--- config.mk ---
export PLATFORM = sky130hd
export DESIGN_NAME = key_debounce_scan
export DESIGN_NICKNAME = d
export VERILOG_FILES = /design/src/rtl/key_debounce_scan.sv
export SDC_FILE = /design/constraint.sdc
export NUM_CORES = 1
export LEC_CHECK = 0
export CORE_UTILIZATION = 63
export DETAILED_ROUTE_END_ITERATION = 12
export PLACE_DENSITY = 0.86
export SYNTH_ARGS = -nofsm -noshare
export SYNTH_HDL_FRONTEND = slang
export SYNTH_HIERARCHICAL = 1
export SYNTH_SLANG_ARGS = --single-unit
--- constraint.sdc ---
create_clock -name clk -period 2.58 [get_ports clk]
set_input_delay 0.516 -clock clk [delete_from_list [all_inputs] [get_ports clk]]
set_output_delay 0.516 -clock clk [all_outputs]
set_load 0.005 [all_outputs]
--- src/rtl/key_debounce_scan.sv ---
// key_debounce_scan: NUM_KEYS active-low push-buttons, each through a 2-FF
// synchronizer and a 4-state debounce FSM. The FSM emits a registered level
// and one-cycle press/release pulses.
// Optional build macro LONG_PRESS_EN adds a per-key hold counter that drives
// key_long. Without the macro key_long is tied to 0. The port list is the same
// in both builds.

module key_debounce_lane #(
  parameter int DEBOUNCE_CYCLES = 1_000_000,
`ifdef LONG_PRESS_EN
  parameter int LONG_CYCLES     = 50_000_000,
`endif
  parameter int CNT_W           = 32
) (
  input  logic clk,
  input  logic rst_n,
  input  logic key_n_i,
  output logic state_o,
  output logic press_o,
  output logic release_o,
  output logic long_o
);
  localparam logic [1:0] S_IDLE       = 2'd0;
  localparam logic [1:0] S_DB_PRESS   = 2'd1;
  localparam logic [1:0] S_PRESSED    = 2'd2;
  localparam logic [1:0] S_DB_RELEASE = 2'd3;

  localparam logic [CNT_W-1:0] CNT_ONE = {{(CNT_W-1){1'b0}}, 1'b1};
  localparam logic [CNT_W-1:0] DB_LAST = CNT_W'(DEBOUNCE_CYCLES - 1);

  logic             sync1_q, ks_q;
  logic [1:0]       st_q, st_d;
  logic [CNT_W-1:0] cnt_q, cnt_d;
  logic             state_q, press_q, rel_q;
  logic             press_d, rel_d;

  // Two-stage synchronizer; idles at 1 (released) so reset never looks like a press
  always_ff @(posedge clk or negedge rst_n) begin
    if (!rst_n) begin
      sync1_q <= 1'b1;
      ks_q    <= 1'b1;
    end else begin
      sync1_q <= key_n_i;
      ks_q    <= sync1_q;
    end
  end

  // Debounce FSM next state; the counter restarts on every state change so it never wraps
  always_comb begin
    st_d    = st_q;
    cnt_d   = cnt_q;
    press_d = 1'b0;
    rel_d   = 1'b0;
    case (st_q)
      S_IDLE: begin
        if (!ks_q) begin
          st_d  = S_DB_PRESS;
          cnt_d = '0;
        end
      end
      S_DB_PRESS: begin
        if (ks_q) begin
          st_d  = S_IDLE;
          cnt_d = '0;
        end else if (cnt_q == DB_LAST) begin
          st_d    = S_PRESSED;
          cnt_d   = '0;
          press_d = 1'b1;
        end else begin
          cnt_d = cnt_q + CNT_ONE;
        end
      end
      S_PRESSED: begin
        if (ks_q) begin
          st_d  = S_DB_RELEASE;
          cnt_d = '0;
        end
      end
      S_DB_RELEASE: begin
        if (!ks_q) begin
          st_d  = S_PRESSED;
          cnt_d = '0;
        end else if (cnt_q == DB_LAST) begin
          st_d  = S_IDLE;
          cnt_d = '0;
          rel_d = 1'b1;
        end else begin
          cnt_d = cnt_q + CNT_ONE;
        end
      end
      default: begin
        st_d  = S_IDLE;
        cnt_d = '0;
      end
    endcase
  end

  // FSM state, counter and registered level/event outputs
  always_ff @(posedge clk or negedge rst_n) begin
    if (!rst_n) begin
      st_q    <= S_IDLE;
      cnt_q   <= '0;
      state_q <= 1'b0;
      press_q <= 1'b0;
      rel_q   <= 1'b0;
    end else begin
      st_q    <= st_d;
      cnt_q   <= cnt_d;
      state_q <= (st_d == S_PRESSED) || (st_d == S_DB_RELEASE);
      press_q <= press_d;
      rel_q   <= rel_d;
    end
  end

  assign state_o   = state_q;
  assign press_o   = press_q;
  assign release_o = rel_q;

`ifdef LONG_PRESS_EN
  localparam logic [CNT_W-1:0] LONG_LAST = CNT_W'(LONG_CYCLES - 1);
  localparam logic [CNT_W-1:0] LONG_SAT  = CNT_W'(LONG_CYCLES);

  logic [CNT_W-1:0] hold_q, hold_d;
  logic             long_q, long_d;

  // Hold counter: cleared on a confirmed press. It advances while the key is
  // held, including during a release debounce. It freezes on a rejected
  // release bounce. It parks at LONG_CYCLES so the long event fires only once.
  always_comb begin
    hold_d = hold_q;
    long_d = 1'b0;
    if (st_q == S_DB_PRESS && st_d == S_PRESSED) begin
      hold_d = '0;
    end else if ((st_q == S_PRESSED || (st_q == S_DB_RELEASE && st_d == S_DB_RELEASE))
                 && hold_q != LONG_SAT) begin
      hold_d = hold_q + CNT_ONE;
      long_d = (hold_q == LONG_LAST);
    end
  end

  // Hold counter and long-press pulse registers
  always_ff @(posedge clk or negedge rst_n) begin
    if (!rst_n) begin
      hold_q <= '0;
      long_q <= 1'b0;
    end else begin
      hold_q <= hold_d;
      long_q <= long_d;
    end
  end

  assign long_o = long_q;
`else
  assign long_o = 1'b0;
`endif
endmodule

module key_debounce_scan #(
  parameter int NUM_KEYS        = 4,
  parameter int DEBOUNCE_CYCLES = 1_000_000,
  parameter int LONG_CYCLES     = 50_000_000,
  parameter int CNT_W           = 32
) (
  input  logic                clk,
  input  logic                rst_n,
  input  logic [NUM_KEYS-1:0] key_n,
  output logic [NUM_KEYS-1:0] key_state,
  output logic [NUM_KEYS-1:0] key_press,
  output logic [NUM_KEYS-1:0] key_release,
  output logic [NUM_KEYS-1:0] key_long
);
  // Reject parameter sets that the counters cannot handle
  if (DEBOUNCE_CYCLES < 2 || LONG_CYCLES <= DEBOUNCE_CYCLES) begin : g_bad_cfg
    $error("key_debounce_scan: need DEBOUNCE_CYCLES >= 2 and LONG_CYCLES > DEBOUNCE_CYCLES");
  end

  // Each key is a fully independent channel
  for (genvar k = 0; k < NUM_KEYS; k++) begin : g_lane
    key_debounce_lane #(
      .DEBOUNCE_CYCLES (DEBOUNCE_CYCLES),
`ifdef LONG_PRESS_EN
      .LONG_CYCLES     (LONG_CYCLES),
`endif
      .CNT_W           (CNT_W)
    ) u_lane (
      .clk       (clk),
      .rst_n     (rst_n),
      .key_n_i   (key_n[k]),
      .state_o   (key_state[k]),
      .press_o   (key_press[k]),
      .release_o (key_release[k]),
      .long_o    (key_long[k])
    );
  end
endmodule

---- After elaboration in Yosys (flattened, before gate mapping) ----
Index checks and enable logic that the tools add are counted.
storage, ports and cells
  output and inout bits ................... 16
  RAM bits ................................ 0
  memories kept ........................... 0
  bits in read-only memories .............. 0
  bits in latches ......................... 0
  input bits .............................. 6
  flip-flop bits (word level) ............. 156
operators by class
  shift-type cells ........................ 0
  mux-type cells .......................... 72
  div/mod/pow operators ................... 0
  bitwise operators ....................... 0
  $add $sub $neg .......................... 4
  eq/ne operators ......................... 32
  reduce and logical (&&, ||, !) cells .... 12
  magnitude comparators ................... 0
  $mul .................................... 0
operator list
  operator               count
  $mux 32                20
  $pmux 32 s4            4
  $add 32x1->32 const B  4
  $eq 32x20->1 const B   4
  $mux 2                 24
  $eq 2x2->1 const B     16
  $pmux 2 s4             4
  $mux 1                 20
  $eq 2x1->1 const B     4
  $logic_not 2->1        4
  $ne 2x1->1 const B     4
  $ne 2x2->1 const B     4
  $reduce_and 2->1       4
  $logic_or 1x1->1       4

---- Depth between registers and ports, before layout ----
Gate-level depths: netlist of run 1.
  word-level depth ........................ 6
  depth in mapped cells ................... 7

---- Hierarchy ----
Netlist of run 1, hierarchy kept.
modules (own cells, without submodules)
  module                                    cells an instance  area each (µm²)  seq. area each (µm²)  instances
  key_debounce_lane (g_lane[0].u_lane ...)  255                2248.4           978.4                 3
  key_debounce_lane (g_lane[3].u_lane)      230                2095.8           953.4                 1

---- Least setup slack after synthesis of run 1 ----
Ideal clock, no wire load.
  path type ............................... reg2reg
  start point ............................. reg g_lane[3].u_lane.cnt_q[20]
  end point ............................... reg g_lane[3].u_lane.cnt_q[28]
  arrival ................................. 2.152 ns
  stages on the path, launching flop included .. 7
  slack ................................... 0.310 ns
  library setup time ...................... 0.118 ns
  cells stage by stage .................... dfrtp_1 > or4b_1 > or4_4 > o31ai_4 > buf_6 > o21ai_1 > a21o_1
between the ends
  longest elaborated chain between the ends .. 4
ends and longest elaborated chain
  item                                                  RTL line  source
  from (decl)                                           33        logic [CNT_W-1:0] cnt_q, cnt_d;
  from (signal assigned)                                108       cnt_q <= cnt_d;
  $add 32x1->32 / $eq 32x20->1 (equally long branches)  -
  $mux 32 (*)                                           65, 83
  $mux 32 (on tied branches)                            80, 62
  $pmux 32 s4 (*)                                       54        case (st_q)
Mark *: on every way between the ends. The rest lies on a longest branch, timed or not.
A chain may end at the register's enable or synchronous reset.

---- Final worst setup path of run 1 ----
  start point ............................. reg g_lane[1].u_lane.cnt_q[10]
  end point ............................... reg g_lane[1].u_lane.cnt_q[19]
between the ends
  longest elaborated chain between the ends .. 4
ends and longest elaborated chain
  item                                                  RTL line
  from (decl)                                           33
  from (signal assigned)                                108
  $add 32x1->32 / $eq 32x20->1 (equally long branches)  -
  $mux 32 (*)                                           65, 83
  $mux 32 (on tied branches)                            80, 62
  $pmux 32 s4 (*)                                       54
Marked as above.

==> results of run 1 <==
## logic make-up (layout without fill, tap and decap cells)
logic type,Yosys count,in the layout
adder cells (fa/ha/maj),4,4
buffers and inverters,92,139
AND/OR/NAND/NOR,480,480
other,4,4
flip-flops,155,155
XOR/XNOR,10,10
multiplexers,11,11
AO/OA/AOI/OAI,239,239
## sequential cells by signal, summed over array words and instances, names as in the netlist
name and cells:
g_lane.u_lane/release_o 4, g_lane.u_lane/st_q 8, g_lane.u_lane/sync1_q 4, g_lane.u_lane/cnt_q 128, g_lane.u_lane/ks_q 4, g_lane.u_lane/press_o 4, g_lane.u_lane/state_o 3
## synthesized netlist by cell type, drive strengths merged, types with 5 or more instances
cell / count / area [um^2]
a21oi: 29 / 145.1
or2: 5 / 31.28
dfrtp: 147 / 3679
a21o: 13 / 97.59
a22o: 22 / 192.7
nand4: 67 / 437.9
nor3b: 7 / 52.55
mux2i: 11 / 110.1
buf: 27 / 172.7
dfstp: 8 / 210.2
nand3: 77 / 385.4
a22oi: 7 / 52.55
or4b: 7 / 70.07
o211ai: 7 / 52.55
and2: 15 / 93.84
a31o: 20 / 175.2
inv: 31 / 116.4
nand4b: 7 / 61.31
a41oi: 13 / 158.9
or3: 19 / 118.9
nor2: 62 / 232.7
o31ai: 9 / 81.33
clkbuf: 34 / 127.6
nor3: 38 / 190.2
xor2: 6 / 52.55
or4: 14 / 108.9
a31oi: 40 / 250.2
o21ai: 64 / 331.6
and3: 19 / 118.9
nand2: 100 / 382.9
nor4: 28 / 200.2
## routing by layer
layer,vias to the layer above,routed length [um],global-route usage [%],share of wire [%]
met3,52,1587,5.613,7.3
li1,3841,-,-,-
met4,0,454,11.27,2.1
met1,4009,9345,43.75,43
met2,413,10450,51.01,48
met5,-,0,0,0
## power groups by stage
stage | Clock (mW) | Sequential [mW] | Combinational, mW
detailed placement | 0 | 2.52 | 0.283
CTS | 2.42 | 2.48 | 0.285
global placement | 0 | 2.52 | 0.275
global route | 2.53 | 2.48 | 0.317
floorplan | 0 | 2.52 | 0.166
finish | 2.39 | 2.48 | 0.286
## cell usage in the layout, fill, tap and decap left out, types with 6 or more instances in the layout
| cell | n |
|---|---|
| nand4b_1 | 7 |
| clkinv_2 | 6 |
| xor2_1 | 6 |
| clkbuf_16 | 17 |
| buf_4 | 56 |
| dfrtp_1 | 147 |
| a22o_1 | 22 |
| nor2_1 | 62 |
| inv_1 | 31 |
| a41oi_2 | 6 |
| nand3_1 | 77 |
| o21ai_1 | 35 |
| nand4_1 | 64 |
| a41oi_1 | 7 |
| clkdlybuf4s50_1 | 16 |
| nand2_1 | 97 |
| or4_1 | 13 |
| nor4_1 | 24 |
| nor3b_1 | 7 |
| and3_1 | 19 |
| o31ai_1 | 8 |
| o21ai_0 | 26 |
| a31oi_1 | 40 |
| nor3_1 | 38 |
| dfstp_2 | 8 |
| o211ai_1 | 7 |
| or3_1 | 19 |
| a31o_1 | 18 |
| a21o_1 | 13 |
| a22oi_1 | 7 |
| and2_1 | 15 |
| a21oi_1 | 29 |
| mux2i_1 | 11 |
## critical path, cell delays in order (launching register included)
cell,delay (ps)
dfrtp_1,380
or4b_2,710
nor4_2,230
nand4_2,320
buf_4,310
a31oi_1,190
mux2i_1,120
## final cells by class
| cell class | instances | share of cell area (%) |
|---|---|---|
| timing repair buffer | 76 | 6.534 |
| clock buffer | 23 | 4.590 |
| sequential | 155 | 38.98 |
| multi-input combinational | 748 | 45.55 |
| clock inverter | 9 | 0.9782 |
| inverter | 31 | 1.166 |
| tap | 176 | 2.207 |
## worst paths after layout
path / start / to / slack (ps) / depth (start not counted)
hold reg to reg: g_lane[1].u_lane/sync1_q / g_lane[1].u_lane/ks_q / 360 / 0
hold / removal: rst_n / g_lane[0].u_lane/cnt_q[14] / 60 / 1
max in group asynchronous: rst_n / g_lane[0].u_lane/sync1_q / 1800 / 2
setup / recovery: g_lane[1].u_lane/cnt_q[10] / g_lane[1].u_lane/cnt_q[19] / 180 / 6
setup reg to reg: g_lane[1].u_lane/cnt_q[10] / g_lane[1].u_lane/cnt_q[19] / 180 / 6
min in group clk: g_lane[1].u_lane/sync1_q / g_lane[1].u_lane/ks_q / 360 / 0
==> impl_results.md, run 1 <==
* Final worst path period share at 92.87%
* TritonCTS clock tree: done
* Post-synthesis adder-cell area fraction at 0.5661%
* Syn. warnings at 6
* Final #Nets at 1,039
* Core ar. at 13,450 um^2
* Post-synth top flop: dfrtp_1
* Synth Net Count at 1,005
* Clk_lat worst skew at 420 ps
* Post-CTS sizing at 0
* DIE AREA at 14,510 um^2
* Max clock buf depth at 2
* Gp weighted congestion at 0.8836
* Mapped Area at 8841 um^2
* Root Buffer: clkbuf_16
* Starting density of the core at 65.72%
* Final Power at 5.158 mW
* Post-CTS setup buffers at 0
* Synth Area in Compound Gates at 18.77%
* CTS Sinks at 155
* Post-synthesis mux area share at 1.245%
* Initial antenna violation count at 0
* Data arrival time of the worst path at 2680 ps
* PwrDens at 517.0 nW/um^2
* Diode count at 0
* # setup viols final at 0
* Die height at 120.5 um
* Combinational power share at 5.5%
* Routed WL at 21.84 mm
* Combinational family with the most area after synthesis: simple AND/OR/NAND/NOR gates
* Drt wl/cell at 17.93 um
* Final ANT Viol Nets at 0
* Synth unique cells at 59
* GRT Total Usage at 31.89%
* Async set or reset register ratio after synthesis at 100.0%
* RSZ-0062 raised after global routing: no
* Maximum VDD drop at 474.4 uV
* FF/Latch Area at 3889 um^2
* Buffers on Ports at 17
* Final core occ at 74.16%
* Placement Cell Area at 9413 um^2
* Hold Vio Cnt, Final at 0
* First-pass GRT wire length at 37.13 mm
* Post-synth EDFFs at 0
* Post-route cell area at 9977 um^2
* Synth Area in Simple Gates at 29.56%
* Leakage power total at 4.132 nW
* Int Power at 3.988 mW
* Synth Register Bits at 155
* Gate count after technology mapping at 995
* FILL cells at 922
* Overflow after GRT at 0
* Slew @ Worst Pin at 1029 ps
* Setup ws final at 184.1 ps
* Core Rows at 42
* Critical path type: reg -> reg
* Vias per inst at 6.827
* Worst setup EP type: register
* Seq/Total Area, Yosys at 43.99%
* Final Non-Filler Cells at 1,218
* Top Ports at 22
* Hold_ws at 60.41 ps
* Clock network fraction of total power at 46.3%
* Setup_tns at 0 ps
* H-tree depth at 4
* Slew HR at 31.14%
* Multi-input gate area at 4544 um^2
* Slew Viols, Final at 0
* Post-DP HPWL at 14.21 mm
* Hold_buf cts at 0
* Syn avg cell area at 8.885 um^2
* XOR/XNOR share of the synthesized area at 0.9907%
* Area delta synth->final at 12.85%
* Final min period at 2396 ps
* Setup Skew at 8.636 ps
* # DRC at 0
* Max-cap violations at 0
* Clock Pin Slew Worst Setup and Hold Paths at 60 ps
* Hold Path Class: in -> async
* Worst setup SP type: register
* Crit-path max FO at 11
* Vias in the first global route at 7,807
* Register share of total power at 48.1%
* Drt pass-1 iters at 6
* Cts bufs inserted at 17
* Iter 0 DRT Violations at 964
* Share of cells above drive strength 1 at 12.09%
* Routed via count at 8,315
* Sw Share at 22.67%
* Worst slack, placed at 165.0 ps
* Status: finished clean
* Fmax at 0.4174 GHz
* Die X at 120.5 um
* Psw at 1.169 mW
* Post-Place Cells at 1,186
* Largest net degree at the start of global routing at 56
* Required time of the critical path at 2870 ps
Note: power is estimated with default switching activity, not from simulation.
==> inputs of run 2 (changes only) <==
--- a/config.mk
+++ b/config.mk
@@ -8,6 +8,7 @@
 export CORE_UTILIZATION = 63
 export DETAILED_ROUTE_END_ITERATION = 12
 export PLACE_DENSITY = 0.86
+export SETUP_SLACK_MARGIN = 0.2
 export SYNTH_ARGS = -nofsm -noshare
 export SYNTH_HDL_FRONTEND = slang
 export SYNTH_HIERARCHICAL = 1
==> impl_results.md, run 2 (synthesis gave the netlist of run 1 again) <==
* Met1 usage at 43.85% (was 43.75%)
* DIE AREA at 14,510 um^2 (unchanged)
* Diode count at 0 (unchanged)
* Largest register by flop count: g_lane.u_lane/cnt_q (unchanged)
* Root Buffer: clkbuf_16 (unchanged)
* # setup viols final at 0 (unchanged)
* Setup_tns at 0 ps (unchanged)
* Overflow after GRT at 0 (unchanged)
* FILL cells at 912 (was 922)
* Worst setup EP type: register (unchanged)
* Slew Viols, Final at 0 (unchanged)
* Max reg flops at 128 (unchanged)
* Core Rows at 42 (unchanged)
* Iter 0 DRT Violations at 1,126 (was 964)
* Clk_lat worst skew at 430 ps (was 420 ps)
* Cell Chain, Critical Path: or4b_2, nor4_4, nand4_2, buf_4, a31o_1, a22o_1 (was or4b_2, nor4_2, nand4_2, buf_4, a31oi_1, mux2i_1)
* Gp weighted congestion at 0.8836 (unchanged)
* GRT Total Usage at 31.98% (was 31.89%)
* Routed via count at 8,357 (was 8,315)
* Final min period at 2364 ps (was 2396 ps)
* Worst slack, placed at 165.0 ps (unchanged)
* RSZ-0062 raised after global routing: no (unchanged)
* Max-cap violations at 0 (unchanged)
* Final worst path period share at 91.62% (was 92.87%)
* First-pass GRT wire length at 37.23 mm (was 37.13 mm)
* Vias per inst at 6.839 (was 6.827)
* Most frequent cells in the layout: dfrtp_1, nand2_1, nand3_1 (unchanged)
* Clock Pin Slew Worst Setup and Hold Paths at 60 ps (about the same)
* Fmax at 0.4230 GHz (was 0.4174 GHz)
* Post-DP HPWL at 14.21 mm (unchanged)
* Status: finished clean (unchanged)
* Slowest stage delay, CP at 760 ps (was 710 ps)
* Maximum VDD drop at 479.9 uV (was 474.4 uV)
* Core ar. at 13,450 um^2 (unchanged)
* Drt pass-1 iters at 6 (unchanged)
* Worst setup SP type: register (unchanged)
* Leakage power total at 4.164 nW (was 4.132 nW)
* Buffers on Ports at 17 (unchanged)
* Hold_buf cts at 0 (unchanged)
* Hold Path Class: in -> async (unchanged)
* TritonCTS clock tree: done (unchanged)
* Final ANT Viol Nets at 0 (unchanged)
* Die height at 120.5 um (unchanged)
* Initial antenna violation count at 0 (unchanged)
* # DRC at 0 (unchanged)
* Die X at 120.5 um (unchanged)
* Final Non-Filler Cells at 1,222 (was 1,218)
* Slew @ Worst Pin at 1006 ps (was 1029 ps)
* Vias in the first global route at 7,844 (was 7,807)
* FF/Latch Area at 3889 um^2 (unchanged)
* Met3 usage at 5.613% (unchanged)
* Largest net degree at the start of global routing at 56 (unchanged)
* PwrDens at 513.7 nW/um^2 (was 517.0 nW/um^2)
* Data arrival time of the worst path at 2660 ps (was 2680 ps)
* Gr busiest metal: met2 (unchanged)
* Multi-input gate area at 4566 um^2 (was 4544 um^2)
* Most common cell after layout, fill and taps aside: dfrtp_1 (unchanged)
* Setup ws final at 216.2 ps (was 184.1 ps)
* Routed WL at 22.25 mm (was 21.84 mm)
* WP buf/inv at 1 (unchanged)
* Hold Vio Cnt, Final at 0 (unchanged)
* Post-Place Cells at 1,186 (unchanged)
* Share of cells above drive strength 1 at 12.62% (was 12.09%)
* Top Ports at 22 (unchanged)
* Starting density of the core at 65.72% (unchanged)
* Top Family by Delay on Critical Path: simple AND/OR/NAND/NOR gates (unchanged)
* Slew HR at 32.65% (was 31.14%)
* Required time of the critical path at 2880 ps (was 2870 ps)
* Drt wl/cell at 18.21 um (was 17.93 um)
* Critical path type: reg -> reg (unchanged)
* Final #Nets at 1,043 (was 1,039)
* Setup Skew at 8.553 ps (was 8.636 ps)
* CTS Sinks at 155 (unchanged)
* Area delta synth->final at 13.80% (was 12.85%)
* Cts bufs inserted at 17 (unchanged)
* Regs by FF count: g_lane.u_lane/cnt_q (128), g_lane.u_lane/st_q (8) (unchanged)
* Crit-path max FO at 14 (was 11)
* Met2 Track Usage GR at 51.33% (was 51.01%)
* H-tree depth at 4 (unchanged)
* Max clock buf depth at 2 (unchanged)
* Slowest-stage cell, CP: or4b_2 (unchanged)
## run 2: final timing paths
| path | from | end | slack (ps) | cells past startpoint |
|---|---|---|---|---|
| worst max register to register | g_lane[0].u_lane/cnt_q[10] | g_lane[0].u_lane/cnt_q[16] | 220 | 6 |
| worst min-delay path | rst_n | g_lane[0].u_lane/cnt_q[14] | 60 | 1 |
| max in group asynchronous | rst_n | g_lane[0].u_lane/sync1_q | 1800 | 2 |
| worst min register to register | g_lane[1].u_lane/sync1_q | g_lane[1].u_lane/ks_q | 360 | 0 |
| min in group clk | g_lane[1].u_lane/sync1_q | g_lane[1].u_lane/ks_q | 360 | 0 |
| worst max-delay path | g_lane[0].u_lane/cnt_q[10] | g_lane[0].u_lane/cnt_q[16] | 220 | 6 |
## run 2: power by group
| part | switching (mW) | internal [mW] | leakage, nW |
|---|---|---|---|
| combinational | 0.194 | 0.0935 | 1.77 |
| clock | 0.960 | 1.44 | 0.274 |
| sequential | 0.0250 | 2.46 | 2.12 |
## run 2: area by class of cell
type	instances	area share (%)
inverters	31	1.157
clock buffers	23	4.552
repair buffers	80	7.101
well taps	176	2.189
clock inverters	9	0.9700
flip-flops and latches	155	38.65
multi-input cells	748	45.38
## run 2: metal layers
| layer | wire length, um | share of wire, % |
|---|---|---|
| met5 | 0 | 0 |
| met4 | 425 | 1.9 |
| met3 | 1649 | 7.4 |
| met2 | 10710 | 48 |
| met1 | 9462 | 43 |
## run 2: stage by stage
| step | utilization (%) | cell area, um^2 | hold slack [ps] | power [mW] |
|---|---|---|---|---|
| detailed placement | 69.97 | 9413 | 349.7 | 2.807 |
| global placement | 69.97 | 9413 | 345.8 | 2.799 |
| CTS | 74.27 | 9992 | 68.38 | 5.187 |
| finish | 74.79 | 10060 | 57.81 | 5.168 |
| floorplan | - | 8841 | 220.4 | 2.685 |
| global route | 74.79 | 10060 | 91.10 | 5.332 |
## run 2: repair_timing
| action | in CTS | in global routing |
|---|---|---|
| pin swaps | 1 | 1 |
| setup buffers | 2 | 2 |
| hold endpoints to repair | 0 | 0 |
| endpoints found under the setup margin | 15 | 27 |
| gates resized for setup | 1 | 5 |
| cloned | 0 | 0 |
==> variant 1: new RTL, settings of run 2 <==
The option `LONG_PRESS_EN` is turned on by a define.
--- a/src/rtl/key_debounce_scan.sv
+++ b/src/rtl/key_debounce_scan.sv
@@ -4,6 +4,8 @@
 // Optional build macro LONG_PRESS_EN adds a per-key hold counter that drives
 // key_long. Without the macro key_long is tied to 0. The port list is the same
 // in both builds.
+
+`define LONG_PRESS_EN
 
 module key_debounce_lane #(
   parameter int DEBOUNCE_CYCLES = 1_000_000,
Behaviour: no difference found for any inputs over 4 cycles, from zero or initial values and one cycle with rst_n low; that may be too few to reach the edited logic, so the function may still have changed.
==> variant 1 against run 2 <==
- design area up 94%
- setup slack worse by 100 ps
- count of clock-buffer cells in the layout is 31 higher
- critical endpoint is now g_lane[3].u_lane/hold_q[7]$_DFFE_PN0P_
- synthesized area is 95% higher
- clock power grew 120%
- total power increased by 96%
- largest cell class unchanged
- sequential cell count rose by 133
- wire length is 97% higher
- critical path depth grew 2
==> variant 1: results (changes against run 2) <==
[timing]
skew_ps = 22.1  ; +13.5 ps
maxSlewHeadroom_pct = 53.8  ; +21 points

[drt]
post_drt_wl_per_cell_um = 19.2  ; +5.7%
via_count = 15800  ; +89%
drtIter0Drc = 1772  ; +57%

[critical_path]
setup.worst_path.start = g_lane[3].u_lane/cnt_q[15]$_DFFE_PN0P_
regToRegEndpoint = g_lane[3].u_lane/hold_q[7]$_DFFE_PN0P_
rrSetupSlack_ps = 110  ; -100 ps
worstRegToRegCells = 8  ; +2
arrival_ps = 2880  ; +220 ps
crit_fanout = 11  ; -3

[final_layout]
reg_top3 = g_lane.u_lane/cnt_q: 128 flops, g_lane.u_lane/hold_q: 128 flops, g_lane.u_lane/st_q: 8 flops
fill_cells = 1858  ; +100%
drive_above_1_share_pct = 12.2  ; -0.41 points
nets = 1933  ; +85%
diodes = 0  ; unchanged

[logic_synthesis]
ys_types = 64  ; +8.5%
yosysSeqAreaShare_pct = 41.8  ; -2.2 points
synthTopCellsByCount = 280 x dfrtp_1, 205 x nand2_1, 132 x a21oi_1

[grt]
grt_max_degree = 77  ; +38%
track_usage_pct = 30.1  ; -1.9 points
grt_pass1_wl_um = 71100  ; +91%
first_global_vias = 14900  ; +90%

[placed_design]
port_buffers = 21  ; +4
dp_hpwl_um = 27100  ; +90%
place_area_sq_um = 17800  ; +90%

[cts]
clockBufferDepth = 3  ; +1
insertion_delay_ps = 520  ; +90 ps
h-tree-depth = 2  ; -2

[power]
irDropWorstVdd_uv = 528  ; +10%
p_leak_nw = 8.01  ; +92%

[min_path]
hold_class = reg -> reg

[status]
status = finished clean

==> variant 1: cell count changes in the layout (fill, tap and decap cells not counted), sizes merged, moves of 31 or more <==
cell | before | now
nand3 | 77 | 122
o21ai | 64 | 99
and3 | 19 | 53
a21oi | 29 | 132
dfrtp | 147 | 280
clkbuf | 23 | 57
inv | 31 | 63
nor4b | 4 | 35
nand2 | 100 | 205
nor4 | 28 | 61
mux2i | 11 | 99
or2b | 0 | 39
==> variant 1: routing by layer <==
metal	part of all wire, %	track usage, %	wire [um]	vias to the layer above
li1	-	-	-	7134
met1	41	39.3	18000	7761
met2	50	51.4	21800	702
met3	6.0	3.64	2630	159
met4	3.3	11.2	1470	0
met5	0	0	0	-
==> variant 1: cell type report <==
cell class | instances | area [sq um] | share of cell area [%]
clock buffers | 54 | 1070 | 5.49
clock inverters | 8 | 144 | 0.739
well taps | 341 | 427 | 2.19
flip-flops and latches | 288 | 7220 | 37.1
repair buffers | 98 | 947 | 4.86
multi-input cells | 1431 | 9430 | 48.4
inverters | 62 | 233 | 1.20
==> variant 1: through the flow <==
step	instances	util [%]	worst slack (ps)	power, W	hold WS (ps)
CTS	2269	71.1	194	0.0102	355
detailed placement	2205	66.4	43.1	0.00504	347
floorplan	1885	-	305	0.00484	220
finish	2282	72.5	113	0.0101	355
global route	2282	72.5	90.7	0.0104	358
global placement	2205	66.4	125	0.00502	346
==> variant 1: logic make-up (layout without fill, tap and decap cells) <==
kind of cell	count (synthesis)	in the layout	synth area share [%]
buffers and inverters	171	222	4.97
multiplexers	102	102	5.94
flip-flops	288	288	41.8
AO/OA/AOI/OAI	404	404	14.4
XOR/XNOR	28	28	1.42
AND/OR/NAND/NOR	880	885	30.6
adder cells (fa/ha/maj)	12	12	0.870
==> variant 1: repair_timing <==
item / CTS / global route
buffers inserted: 1 / 5
gates cloned: 0 / 8
hold buffers: 1 / 0
endpoints found under the setup margin: 49 / 88
resized for setup: 7 / 45
pin swaps: 2 / 20
hold endpoints to repair: 39 / 0
==> variant 1: worst max-delay path, stage by stage (launching register included) <==
cell	delay, ps
dfrtp_1	380
or4b_4	540
or4_4	520
nor3_4	260
buf_12	170
clkbuf_16	160
nor4b_1	70
xnor2_1	210
nor2_1	60
==> variant 1: report_power, final <==
part           internal [W]  total, W  switching [W]
clock               0.00325   0.00516        0.00191
sequential          0.00454   0.00457      0.0000296
combinational      0.000118  0.000398       0.000280
==> variant 2: new RTL, config.mk and constraints of run 2 <==
Without the edit above. Register the input `key_n` before use, without a reset. The logic sees it one clock later.
--- a/src/rtl/key_debounce_scan.sv
+++ b/src/rtl/key_debounce_scan.sv
@@ -169,6 +169,12 @@
   output logic [NUM_KEYS-1:0] key_release,
   output logic [NUM_KEYS-1:0] key_long
 );
+
+  logic [NUM_KEYS-1:0] key_n_q;
+
+  always_ff @(posedge clk) begin
+      key_n_q <= key_n;
+  end
   // Reject parameter sets that the counters cannot handle
   if (DEBOUNCE_CYCLES < 2 || LONG_CYCLES <= DEBOUNCE_CYCLES) begin : g_bad_cfg
     $error("key_debounce_scan: need DEBOUNCE_CYCLES >= 2 and LONG_CYCLES > DEBOUNCE_CYCLES");
@@ -185,7 +191,7 @@
     ) u_lane (
       .clk       (clk),
       .rst_n     (rst_n),
-      .key_n_i   (key_n[k]),
+      .key_n_i   (key_n_q[k]),
       .state_o   (key_state[k]),
       .press_o   (key_press[k]),
       .release_o (key_release[k]),
Formal check against the unedited RTL: same outputs for any inputs over 4 cycles, from zero or initial values and one cycle with rst_n low; that may be too few to reach the edited logic, so the function may still have changed.
==> variant 2 against run 2 <==
- non-clock buffer count shrank 5
- sequential cell count grew 4
- setup slack gained 73 ps
- design area grew 0.63%
- first-iteration DRC count grew 0.36%
- synthesized area grew 0.91%
- global-route usage shrank 1.1 points
- wire length shrank 0.31%
- core utilization shrank 1.6 points
- total power grew 1.5%
- largest power group unchanged
- highest routed layer unchanged
==> variant 2: results (changes against run 2) <==
[drt]
drt-total-wl_um = 22200  ; -0.31%
vias_per_cell = 6.81  ; -0.48%
drtIter0Drc = 1130  ; +0.36%
routed-wl-met2_um = 10600  ; -1.1%
wl_met1_um = 9360  ; -1.1%

[critical_path]
setup.worst_path.start = g_lane[0].u_lane/cnt_q[13]$_DFFE_PN0P_
arrival_ps = 2590  ; -70 ps
crit_fanout = 7  ; -7
rrSetupSlack_ps = 290  ; +70 ps
cp_slowest_cell = or4b_4
critPathMaxStageDelay_ps = 550  ; -210 ps

[logic_synthesis]
async_flop_share_pct = 97.5  ; -2.5 points
avgSynthCellArea_sq_um = 8.93  ; +0.50%
ys_ff_latch = 159  ; +2.6%
yosysSeqAreaShare_pct = 44.5  ; +0.50 points
syn_nets = 1009  ; +0.40%
synth_area_leaders = dfrtp_1 41%, nand4_1 4.5%, nand3_1 4.3%, nand2_1 4.1%, a31oi_1 2.8%
ys_dominant_reg_cell = dfrtp_1

[cts]
post_cts_buffers = 0  ; -2
insertion_delay_ps = 420
cts_resized = 2  ; +1

[timing]
skew_ps = 6.72  ; -1.84 ps
worst_pin_slew_ps = 1000  ; -5.26 ps
min_period_ps = 2290  ; -72.6 ps

[final_layout]
drive_above_1_share_pct = 12.8  ; +0.20 points
stdcell_count = 1225  ; +0.25%

[placed_design]
dp_hpwl_um = 14000  ; -1.7%
place_area_sq_um = 9430  ; +0.21%
pre_cts_ws_ps = 211  ; +46.2 ps

[status]
status = finished clean

[grt]
met3_usage_pct = 5.73  ; +0.12 points
use_met1_pct = 41.8  ; -2.1 points
first_global_vias = 7625  ; -2.8%
track_usage_pct = 30.9  ; -1.1 points
grt_pass1_wl_um = 36300  ; -2.5%

[power]
irDropWorstVdd_uv = 516  ; +7.6%
p_leak_nw = 4.17  ; +0.21%

-- variant 2: area by class of cell --
type | instances | area, sq um
Clock buffer | 22 | 484
Clock inverter | 10 | 86.3
Fill cell | 953 | 3700
Inverter | 31 | 116
Multi-Input combinational cell | 748 | 4580
Sequential cell | 159 | 3970
Tap cell | 180 | 225
Timing Repair Buffer | 75 | 666
-- variant 2: kinds of logic after synthesis --
| logic type | synth area share (%) |
|---|---|
| other | 0.168 |
| AND/OR/NAND/NOR | 29.3 |
| adder cells (fa/ha/maj) | 0.561 |
| XOR/XNOR | 0.982 |
| multiplexers | 1.23 |
| flip-flops | 44.5 |
| buffers and inverters | 4.67 |
| AO/OA/AOI/OAI | 18.6 |
-- variant 2: power breakdown --
group | leakage (nW) | internal (W) | switching, W | total, W
Combinational | 1.74 | 0.0000900 | 0.000193 | 0.000283
Sequential | 2.16 | 0.00252 | 0.0000258 | 0.00255
Clock | 0.278 | 0.00142 | 0.000993 | 0.00241
Total | 4.17 | 0.00403 | 0.00121 | 0.00525
